[src/rtl/mcu_output_sequencer_if.sv]
// rtl/mcu_output_sequencer_if.sv - frame input and SPI-side handshake bundle for the output sequencer
interface mcu_output_sequencer_if;
  logic        configured_in;
  logic        angles_valid_in;
  logic [15:0] roll_in;
  logic [15:0] pitch_in;
  logic [15:0] yaw_in;
  logic        done_in;
  logic        write_enable_out;
  logic [1:0]  output_select_out;
  logic [15:0] roll_out;
  logic [15:0] pitch_out;
  logic [15:0] yaw_out;
  logic        busy_out;
  logic        frame_done_out;
  logic        overrun_out;
  logic [7:0]  drop_count_out;
  logic        timeout_out;

  modport master (
    output configured_in, angles_valid_in, roll_in, pitch_in, yaw_in, done_in,
    input  write_enable_out, output_select_out, roll_out, pitch_out, yaw_out,
           busy_out, frame_done_out, overrun_out, drop_count_out, timeout_out
  );

  modport slave (
    input  configured_in, angles_valid_in, roll_in, pitch_in, yaw_in, done_in,
    output write_enable_out, output_select_out, roll_out, pitch_out, yaw_out,
           busy_out, frame_done_out, overrun_out, drop_count_out, timeout_out
  );
endinterface

[src/rtl/mcu_output_sequencer.sv]
// rtl/mcu_output_sequencer.sv - feeds one latched roll/pitch/yaw frame to the SPI interface word by word
module mcu_output_sequencer #(
  parameter int TIMEOUT_CYCLES = 4096
) (
  input logic                  clk,
  input logic                  n_rst,
  mcu_output_sequencer_if.slave bus
);
  localparam int CW = $clog2(TIMEOUT_CYCLES + 1);
  localparam logic [CW-1:0] CNT_LAST = CW'(TIMEOUT_CYCLES - 1);

  typedef enum logic [2:0] {
    IDLE, WE_R, WAIT_R, WE_P, WAIT_P, WE_Y, WAIT_Y
  } state_t;

  state_t        state_q, state_d;
  logic [CW-1:0] cnt_q, cnt_d;
  logic [15:0]   roll_q, roll_d, pitch_q, pitch_d, yaw_q, yaw_d;
  logic [7:0]    drop_q, drop_d;
  logic          we_q, we_d, busy_q, busy_d;
  logic [1:0]    sel_q, sel_d;
  logic          fd_q, fd_d, ov_q, ov_d, to_q, to_d;

  always_ff @(posedge clk) begin
    if (!n_rst) begin
      state_q <= IDLE;
      cnt_q   <= '0;
      roll_q  <= '0;
      pitch_q <= '0;
      yaw_q   <= '0;
      drop_q  <= '0;
      we_q    <= 1'b0;
      busy_q  <= 1'b0;
      sel_q   <= 2'b00;
      fd_q    <= 1'b0;
      ov_q    <= 1'b0;
      to_q    <= 1'b0;
    end else begin
      state_q <= state_d;
      cnt_q   <= cnt_d;
      roll_q  <= roll_d;
      pitch_q <= pitch_d;
      yaw_q   <= yaw_d;
      drop_q  <= drop_d;
      we_q    <= we_d;
      busy_q  <= busy_d;
      sel_q   <= sel_d;
      fd_q    <= fd_d;
      ov_q    <= ov_d;
      to_q    <= to_d;
    end
  end

  always_comb begin
    state_d = state_q;
    cnt_d   = cnt_q;
    roll_d  = roll_q;
    pitch_d = pitch_q;
    yaw_d   = yaw_q;
    drop_d  = drop_q;
    fd_d    = 1'b0;
    ov_d    = 1'b0;
    to_d    = 1'b0;

    if (state_q != IDLE && bus.angles_valid_in) begin
      ov_d = 1'b1;
      if (drop_q != 8'hFF) drop_d = drop_q + 8'd1;
    end

    case (state_q)
      IDLE: begin
        if (bus.angles_valid_in && bus.configured_in) begin
          roll_d  = bus.roll_in;
          pitch_d = bus.pitch_in;
          yaw_d   = bus.yaw_in;
          state_d = WE_R;
        end
      end
      WE_R: state_d = WAIT_R;
      WE_P: state_d = WAIT_P;
      WE_Y: state_d = WAIT_Y;
      WAIT_R, WAIT_P, WAIT_Y: begin
        // done on the last allowed wait cycle still wins over the timeout
        if (bus.done_in) begin
          if (state_q == WAIT_R)      state_d = WE_P;
          else if (state_q == WAIT_P) state_d = WE_Y;
          else begin
            state_d = IDLE;
            fd_d    = 1'b1;
          end
        end else if (cnt_q == CNT_LAST) begin
          state_d = IDLE;
          to_d    = 1'b1;
        end else begin
          cnt_d = cnt_q + 1'b1;
        end
      end
      default: state_d = IDLE;
    endcase

    // losing configuration abandons the frame silently
    if (state_q != IDLE && !bus.configured_in) begin
      state_d = IDLE;
      fd_d    = 1'b0;
      to_d    = 1'b0;
    end

    if (state_d != state_q) cnt_d = '0;

    we_d   = (state_d == WE_R) || (state_d == WE_P) || (state_d == WE_Y);
    busy_d = (state_d != IDLE);
    if (state_d == WE_P || state_d == WAIT_P)      sel_d = 2'b01;
    else if (state_d == WE_Y || state_d == WAIT_Y) sel_d = 2'b10;
    else                                           sel_d = 2'b00;
  end

  assign bus.write_enable_out  = we_q;
  assign bus.output_select_out = sel_q;
  assign bus.roll_out          = roll_q;
  assign bus.pitch_out         = pitch_q;
  assign bus.yaw_out           = yaw_q;
  assign bus.busy_out          = busy_q;
  assign bus.frame_done_out    = fd_q;
  assign bus.overrun_out       = ov_q;
  assign bus.drop_count_out    = drop_q;
  assign bus.timeout_out       = to_q;
endmodule
[src/flat_wrapper.sv]
// flat-port wrapper written by rule: the top's interface ports become plain ports
module mcu_output_sequencer_flat 
#(
  parameter int TIMEOUT_CYCLES = 4096
)
  (clk, n_rst, bus_configured_in, bus_angles_valid_in, bus_roll_in, bus_pitch_in, bus_yaw_in, bus_done_in, bus_write_enable_out, bus_output_select_out, bus_roll_out, bus_pitch_out, bus_yaw_out, bus_busy_out, bus_frame_done_out, bus_overrun_out, bus_drop_count_out, bus_timeout_out);
  mcu_output_sequencer_if bus_i ();
  input logic clk;
  input logic n_rst;
  input wire logic [$bits(bus_i.configured_in)-1:0] bus_configured_in;
  input wire logic [$bits(bus_i.angles_valid_in)-1:0] bus_angles_valid_in;
  input wire logic [$bits(bus_i.roll_in)-1:0] bus_roll_in;
  input wire logic [$bits(bus_i.pitch_in)-1:0] bus_pitch_in;
  input wire logic [$bits(bus_i.yaw_in)-1:0] bus_yaw_in;
  input wire logic [$bits(bus_i.done_in)-1:0] bus_done_in;
  output wire logic [$bits(bus_i.write_enable_out)-1:0] bus_write_enable_out;
  output wire logic [$bits(bus_i.output_select_out)-1:0] bus_output_select_out;
  output wire logic [$bits(bus_i.roll_out)-1:0] bus_roll_out;
  output wire logic [$bits(bus_i.pitch_out)-1:0] bus_pitch_out;
  output wire logic [$bits(bus_i.yaw_out)-1:0] bus_yaw_out;
  output wire logic [$bits(bus_i.busy_out)-1:0] bus_busy_out;
  output wire logic [$bits(bus_i.frame_done_out)-1:0] bus_frame_done_out;
  output wire logic [$bits(bus_i.overrun_out)-1:0] bus_overrun_out;
  output wire logic [$bits(bus_i.drop_count_out)-1:0] bus_drop_count_out;
  output wire logic [$bits(bus_i.timeout_out)-1:0] bus_timeout_out;
  assign bus_i.configured_in = bus_configured_in;
  assign bus_i.angles_valid_in = bus_angles_valid_in;
  assign bus_i.roll_in = bus_roll_in;
  assign bus_i.pitch_in = bus_pitch_in;
  assign bus_i.yaw_in = bus_yaw_in;
  assign bus_i.done_in = bus_done_in;
  assign bus_write_enable_out = bus_i.write_enable_out;
  assign bus_output_select_out = bus_i.output_select_out;
  assign bus_roll_out = bus_i.roll_out;
  assign bus_pitch_out = bus_i.pitch_out;
  assign bus_yaw_out = bus_i.yaw_out;
  assign bus_busy_out = bus_i.busy_out;
  assign bus_frame_done_out = bus_i.frame_done_out;
  assign bus_overrun_out = bus_i.overrun_out;
  assign bus_drop_count_out = bus_i.drop_count_out;
  assign bus_timeout_out = bus_i.timeout_out;
  mcu_output_sequencer #(.TIMEOUT_CYCLES(TIMEOUT_CYCLES)) u_core (.clk(clk), .n_rst(n_rst), .bus(bus_i));
endmodule
[config.mk]
export PLATFORM = sky130hd
export DESIGN_NAME = mcu_output_sequencer_flat
export DESIGN_NICKNAME = d
export VERILOG_FILES = /design/src/rtl/mcu_output_sequencer_if.sv /design/src/rtl/mcu_output_sequencer.sv /design/src/flat_wrapper.sv
export SDC_FILE = /design/constraint.sdc
export NUM_CORES = 1
export LEC_CHECK = 0
export BUFFER_PORTS_ARGS = -buffer_cell sky130_fd_sc_hd__buf_2
export CAP_MARGIN = 20
export CORE_MARGIN = 2
export CORE_UTILIZATION = 45
export DETAILED_ROUTE_END_ITERATION = 16
export GPL_ROUTABILITY_DRIVEN = 0
export PLACE_DENSITY_LB_ADDON = 0.3
export SLEW_MARGIN = 10
export SYNTH_ARGS = -nofsm -noshare
export SYNTH_HDL_FRONTEND = slang
export SYNTH_SLANG_ARGS = --single-unit
[constraint.sdc]
create_clock -name clk -period 2.1 [get_ports clk]
set_input_delay 0 -clock clk [delete_from_list [all_inputs] [get_ports clk]]
set_output_delay 0 -clock clk [all_outputs]
set_load 0.02 [all_outputs]
==> results of run 1 <==
cells in the mapped netlist (all sizes together), types with 2 or more instances:
cell type	count
o21ai	10
a211oi	2
ha	2
nand2	112
or2	2
and3	4
nor2	25
dfxtp	79
or3	6
buf	5
mux2i	3
nor3	6
a21oi	56
o311ai	2
clkbuf	22
inv	8
nor4	3
and2	4
nand2b	4
nand3	8
xnor2	6
xor2	8
nand3b	2
o211ai	5
nand4	3
what timing repair did:
action                     4_1_cts  5_1_grt
hold endpoints to repair        54        0
setup endpoints to repair        3       11
hold buffers                    49        0
resized for setup                1        2
placed cells by master, fill, tap and decap left out, drive strengths merged, types with 8 or more instances in the layout:
master and count:
inv 8, nand3 8, dlygate4sd3 49, o21ai 10, clkbuf 10, dfxtp 79, a21oi 56, nand2 112
xor2 8, nor2 25, buf 130
area by class of cell:
class / instances / area [sq um]
clock buffer: 10 / 138
clock inverter: 6 / 91.3
multi-input combinational: 288 / 1530
fill: 577 / 2220
timing repair buffer: 179 / 1190
inverter: 8 / 30.0
sequential: 79 / 1580
tap: 96 / 120
worst reg2reg max path, cell delays in order (launching register included):
cell and delay [ns]:
dfxtp_1 0.38, ha_1 0.19, nand2_1 0.09, or3_1 0.39, buf_4 0.16, o211a_1 0.24, o221ai_4 0.18, buf_6 0.20
nor2_2 0.06
power breakdown:
part | switching (mW) | total [mW] | internal (mW)
Combinational | 0.232 | 0.417 | 0.185
Clock | 0.559 | 1.27 | 0.708
Sequential | 0.0249 | 1.57 | 1.55
per-layer routing:
| layer | share of wire, % | vias to the layer above |
|---|---|---|
| met4 | 2.0 | 0 |
| met5 | 0 | - |
| met1 | 43 | 1496 |
| met2 | 49 | 123 |
| li1 | - | 1665 |
| met3 | 6.4 | 18 |
worst paths after layout:
path	startpoint	end	depth (start not counted)	slack, ns
max	u_core.cnt_q[0]	u_core.cnt_q[3]	8	0.10
min	bus_configured_in	u_core.bus.output_select_out[0]	3	0.04
max reg2reg	u_core.cnt_q[0]	u_core.cnt_q[3]	8	0.10
min reg2reg	u_core.bus.roll_out[3]	u_core.bus.roll_out[3]	2	0.45
state kept, by name, indices dropped and copies added (netlist names), 2 cells and up:
signal / count
u_core.cnt_q: 13
u_core.bus.drop_count_out: 8
u_core.bus.yaw_out: 16
u_core.bus.pitch_out: 16
u_core.bus.output_select_out: 2
u_core.state_q: 3
u_core.bus.roll_out: 16
stage by stage:
| step | cells | setup slack, ns | hold slack [ns] | util (%) |
|---|---|---|---|---|
| 2_1_floorplan | 402 | 0.232 | 0.118 | - |
| 3_3_place_gp | 601 | 0.103 | 0.239 | 57.3 |
| 3_5_place_dp | 601 | 0.00883 | 0.247 | 57.3 |
| 4_1_cts | 666 | 0.0410 | 0.0235 | 67.7 |
| 5_1_grt | 666 | 0.00500 | 0.0387 | 67.8 |
| 6_report | 666 | 0.104 | 0.0371 | 67.8 |
cells by family after synthesis:
kind of cell / Yosys count / share of synthesized area [%]
adders and majority gates: 2 / 0.770
DFF: 79 / 48.7
AOI/OAI and AO/OA: 87 / 16.1
and+or+nand+nor: 182 / 25.2
xor gates and xnor gates: 14 / 3.78
buffers and inverters: 35 / 4.55
muxes: 3 / 0.925
==> qor.csv, run 1 <==
stage,metric,value,unit
synthesis,yosys warns,0,
worst_hold_path,hold crit path type,in -> reg,
clocking,worst skew pair latency,0.35,ns
synthesis,top-area cell type share of the netlist area,48.7,%
power_and_ir_drop,Power Total,3.26,mW
setup_path,Crit. End Element,register,
setup_path,crit path cell chain,"ha_1, nand2_1, or3_1, buf_4, o211a_1, o221ai_4, buf_6, nor2_2",
synthesis,Yosys top cell by area,dfxtp_1,
synthesis,share of flip-flops with an asynchronous set or reset,0,%
cells_and_area,Final nets,620,
cells_and_area,Syn-to-layout area delta,44.1,%
cells_and_area,Antenna Cells,0,
synthesis,post-synthesis sequential area ratio,48.7,%
timing,worst clock skew,0.0103,ns
floorplan,CORE AREA,6910,sq um
global_routing,met2 Usage GRT,36.8,%
power_and_ir_drop,Power Density,695,nW/um^2
global_routing,vias in the first global route,3066,
synthesis,main area contributors after synthesis,"dfxtp_1 49%, nand2_1 13%, a21oi_1 8.6%",
flow_run,Max Cap Viol,0,
setup_path,Slowest cell on crit path,or3_1,
cells_and_area,"Design Area, Final",4680,sq um
power_and_ir_drop,worst-case vdd ir drop,0.517,mV
timing,"Hold Vio Cnt, Final",0,
route,Via density,4.96,
global_routing,GR Overflow Total,0,
global_routing,met3 Usage GRT,6.46,%
synthesis,Mapped Area,3250,sq um
floorplan,Die Wd,89.0,um
setup_path,Critical Path Max Stage Delay,0.39,ns
floorplan,row count,30,
place,IO Port Bufs,115,
clocking,clk sinks,79,
timing,slew at the pin closest to its max-slew limit,0.593,ns
route,routed len/inst,13.1,um
status,status,finished clean,
synthesis,Post-Synthesis Mean Instance Area,8.08,sq um
setup_path,WS Path Type,reg -> reg,
route,Post-DRT Antenna Nets,0,
global_routing,met1 Usage GRT,26.8,%
timing,crit share post-route,95.0,%
clocking,post-CTS setup buffer count,0,
route,drt pass-1 iters,4,
power_and_ir_drop,Pleak,2.02,nW
timing,Setup Viol. Count Final,0,
global_routing,gr usage total,22.2,%
timing,post-route setup TNS,0,ns
clocking,Max clock buf depth,2,
synthesis,#FFs+latches synth,79,
timing,slew margin rel.,60.5,%
synthesis,syn_nets,457,
global_routing,first-pass GRT wire length,13.7,mm
floorplan,Die Area,7910,sq um
clocking,clock root buffer,clkbuf_8,
synthesis,Post-synth top flop,dfxtp_1,
synthesis,"EDFF count, synth",0,
setup_path,crit path max fanout,11,
place,DP Area,3960,sq um
place,DP Wirelength,5.28,mm
setup_path,crit path launch type,register,
timing,max-slew violations,0,
route,DRT Wirelength,8.74,mm
setup_path,worst path arrival time,2.23,ns
timing,RSZ-0062 raised after global routing,false,
timing,Final Critical Period,2.00,ns
global_routing,initial antenna violation count,0,
timing,Max Fclk,0.501,GHz
clocking,CTS H-tree lvls,3,
setup_path,critical path's top delay family,simple AND/OR/NAND/NOR gates,
global_routing,largest net degree at the start of global routing,57,
route,DRC violations left,0,
floorplan,# IOs,116,
setup_path,WP buf/inv,2,
clocking,Num CTS Buffers,9,
route,Starting DRT DRC Count,151,
synthesis,"Distinct cells, synth",46,
setup_path,Worst Path Required,2.33,ns
floorplan,Starting Density,47.0,%
synthesis,Mapped Cells,402,
clocking,"Reg clk slew, reported paths",0.08,ns
cells_and_area,layout cells sized above 1,28.2,%
global_routing,GR peak layer,met2,
route,via count,3302,
floorplan,chip height,89.0,um
clocking,CTS tree,yes,
(Power assumes the default switching activity.)
==> run 2, diff against run 1 <==
--- a/config.mk
+++ b/config.mk
@@ -9,9 +9,11 @@
 export CAP_MARGIN = 20
 export CORE_MARGIN = 2
 export CORE_UTILIZATION = 45
+export CTS_CLUSTER_SIZE = 16
 export DETAILED_ROUTE_END_ITERATION = 16
 export GPL_ROUTABILITY_DRIVEN = 0
 export PLACE_DENSITY_LB_ADDON = 0.3
+export RECOVER_POWER = 25
 export SLEW_MARGIN = 10
 export SYNTH_ARGS = -nofsm -noshare
 export SYNTH_HDL_FRONTEND = slang
==> constraint.sdc (replaced) <==
create_clock -name clk -period 2.1 [get_ports clk]
set_input_delay 0.63 -clock clk [delete_from_list [all_inputs] [get_ports clk]]
set_output_delay 0.63 -clock clk [all_outputs]
set_load 0.02 [all_outputs]
==> run 2 against run 1 <==
Net effect: sequential power barely moved; clock skew about the same; wire length fell by 12%; non-clock buffer count down 49.
==> qor.csv, run 2 (synthesis results as in run 1) <==
stage,metric,value,unit,change
status,status,finished clean,,unchanged
clocking,CTS H-tree lvls,3,,unchanged
timing,Setup WS post-layout,0.126,ns,was 0.104 ns
timing,slew margin rel.,61.3,%,was 60.5%
clocking,Post-CTS Resized,0,,was 1
global_routing,gr usage total,19.1,%,was 22.2%
floorplan,Die Area,7910,sq um,unchanged
clocking,clock root buffer,clkbuf_8,,unchanged
power_and_ir_drop,Pleak,1.67,nW,was 2.02 nW
route,via count,3075,,was 3302
setup_path,WS Path Type,reg -> reg,,unchanged
place,placed insts,601,,unchanged
clocking,Num CTS Buffers,9,,unchanged
route,Via density,4.98,,was 4.96
clocking,Max clock buf depth,2,,unchanged
flow_run,Max Cap Viol,0,,unchanged
setup_path,Slowest cell on crit path,dfxtp_1,,was or3_1
place,DP Area,3970,sq um,was 3960 sq um
setup_path,Crit. End Element,register,,unchanged
floorplan,# IOs,116,,unchanged
clocking,post-CTS setup buffer count,0,,unchanged
timing,crit share post-route,94.0,%,was 95.0%
cells_and_area,layout cells sized above 1,24.8,%,was 28.2%
cells_and_area,Util after Layout,59.8,%,was 67.8%
timing,worst hold margin,0.454,ns,was 0.0371 ns
clocking,clk sinks,79,,unchanged
global_routing,largest net degree at the start of global routing,57,,unchanged
global_routing,GR Overflow Total,0,,unchanged
cells_and_area,most frequent cells in the layout,"112 x nand2_1, 84 x buf_2, 79 x dfxtp_1",,"was 115 x buf_2, 112 x nand2_1, 79 x dfxtp_1"
setup_path,Worst Path Required,2.34,ns,was 2.33 ns
route,DRT Wirelength,7.67,mm,was 8.74 mm
cells_and_area,Final nets,571,,was 620
setup_path,crit path max fanout,11,,unchanged
clocking,"Reg clk slew, reported paths",0.09,ns,was 0.08 ns
timing,max-slew violations,0,,unchanged
global_routing,vias in the first global route,2772,,was 3066
floorplan,chip height,89.0,um,unchanged
timing,Max Fclk,0.506,GHz,was 0.501 GHz
floorplan,Die Wd,89.0,um,unchanged
power_and_ir_drop,Power Total,2.98,mW,was 3.26 mW
cells_and_area,Syn-to-layout area delta,27.1,%,was 44.1%
place,IO Port Bufs,115,,unchanged
floorplan,row count,30,,unchanged
worst_hold_path,hold crit path type,reg -> reg,,was in -> reg
timing,RSZ-0062 raised after global routing,false,,unchanged
floorplan,CORE AREA,6910,sq um,unchanged
clocking,hold buffers post-CTS,0,,was 49
route,Starting DRT DRC Count,146,,was 151
cells_and_area,"Design Area, Final",4130,sq um,was 4680 sq um
setup_path,crit path cell chain,"ha_1, nand2_1, or3_1, buf_4, o211a_1, o221ai_4, buf_6, a21oi_1",,"was ha_1, nand2_1, or3_1, buf_4, o211a_1, o221ai_4, buf_6, nor2_2"
setup_path,crit path launch type,register,,unchanged
timing,Setup Viol. Count Final,0,,unchanged
floorplan,Starting Density,47.0,%,unchanged
power_and_ir_drop,worst-case vdd ir drop,0.517,mV,about the same
route,DRC violations left,0,,unchanged
place,DP Wirelength,5.37,mm,was 5.28 mm
place,Setup WS pre-CTS,0.0268,ns,was 0.00883 ns
timing,post-route setup TNS,0,ns,unchanged
timing,worst clock skew,0.0100,ns,was 0.0103 ns
route,routed len/inst,12.4,um,was 13.1 um
timing,Final Critical Period,1.97,ns,was 2.00 ns
setup_path,worst path arrival time,2.22,ns,was 2.23 ns
global_routing,first-pass GRT wire length,11.8,mm,was 13.7 mm
timing,slew at the pin closest to its max-slew limit,0.580,ns,was 0.593 ns
power_and_ir_drop,Power Density,723,nW/um^2,was 695 nW/um^2
route,drt pass-1 iters,4,,unchanged
clocking,worst skew pair latency,0.35,ns,about the same
cells_and_area,"most common cell after layout, fill and taps aside",nand2_1,,was buf_2
global_routing,initial antenna violation count,0,,unchanged
route,Post-DRT Antenna Nets,0,,unchanged
cells_and_area,Finished Layout Cells,617,,was 666
cells_and_area,Antenna Cells,0,,unchanged
timing,"Hold Vio Cnt, Final",0,,unchanged
setup_path,Critical Path Max Stage Delay,0.38,ns,was 0.39 ns
clocking,CTS tree,yes,,unchanged
==> run 2: changes by cell type in the layout (fill, tap and decap cells not counted), sizes merged <==
cell / before / now
dlygate4sd3: 49 / 0
buf: 130 / 99
clkbuf: 10 / 41
bufinv: 2 / 0
clkinvlp: 0 / 2
clkinv: 4 / 3
inv: 8 / 9
==> run 2: cell type report <==
cell class,count,area (sq um)
Fill cell,699,2780
Sequential cell,79,1580
Multi-Input combinational cell,288,1520
Timing Repair Buffer,130,682
Clock buffer,10,138
Tap cell,96,120
Clock inverter,6,52.6
Inverter,8,30.0
==> run 2: power by group <==
| part | internal [mW] | total, mW | switching (mW) |
|---|---|---|---|
| sequential | 1.55 | 1.57 | 0.0266 |
| clock | 0.478 | 1.07 | 0.592 |
| combinational | 0.127 | 0.341 | 0.214 |
| total | 2.15 | 2.98 | 0.832 |
==> run 2: critical path: cells and delay by family (launching register included) <==
kind	cells	cell delay (ns)
AO/OA/AOI/OAI	3	0.52
adder cells (fa/ha/maj)	1	0.18
buffers and inverters	2	0.36
flip-flops	1	0.38
AND/OR/NAND/NOR	2	0.44
==> run 2: worst paths after layout <==
path,startpoint,end,slack (ns),depth (start not counted)
worst max-delay path,u_core.cnt_q[0],u_core.cnt_q[1],0.13,8
worst min-delay path,u_core.bus.yaw_out[3],u_core.bus.yaw_out[3],0.45,2
worst max register to register,u_core.cnt_q[0],u_core.cnt_q[1],0.13,8
worst min register to register,u_core.bus.yaw_out[3],u_core.bus.yaw_out[3],0.45,2
==> run 2: per-layer routing <==
| layer | vias up | share of wire [%] | track usage (%) |
|---|---|---|---|
| li1 | 1574 | - | - |
| met1 | 1391 | 44 | 22.9 |
| met2 | 103 | 48 | 32.2 |
| met3 | 7 | 6.6 | 5.82 |
| met4 | 0 | 1.3 | 7.46 |
| met5 | - | 0 | 0 |
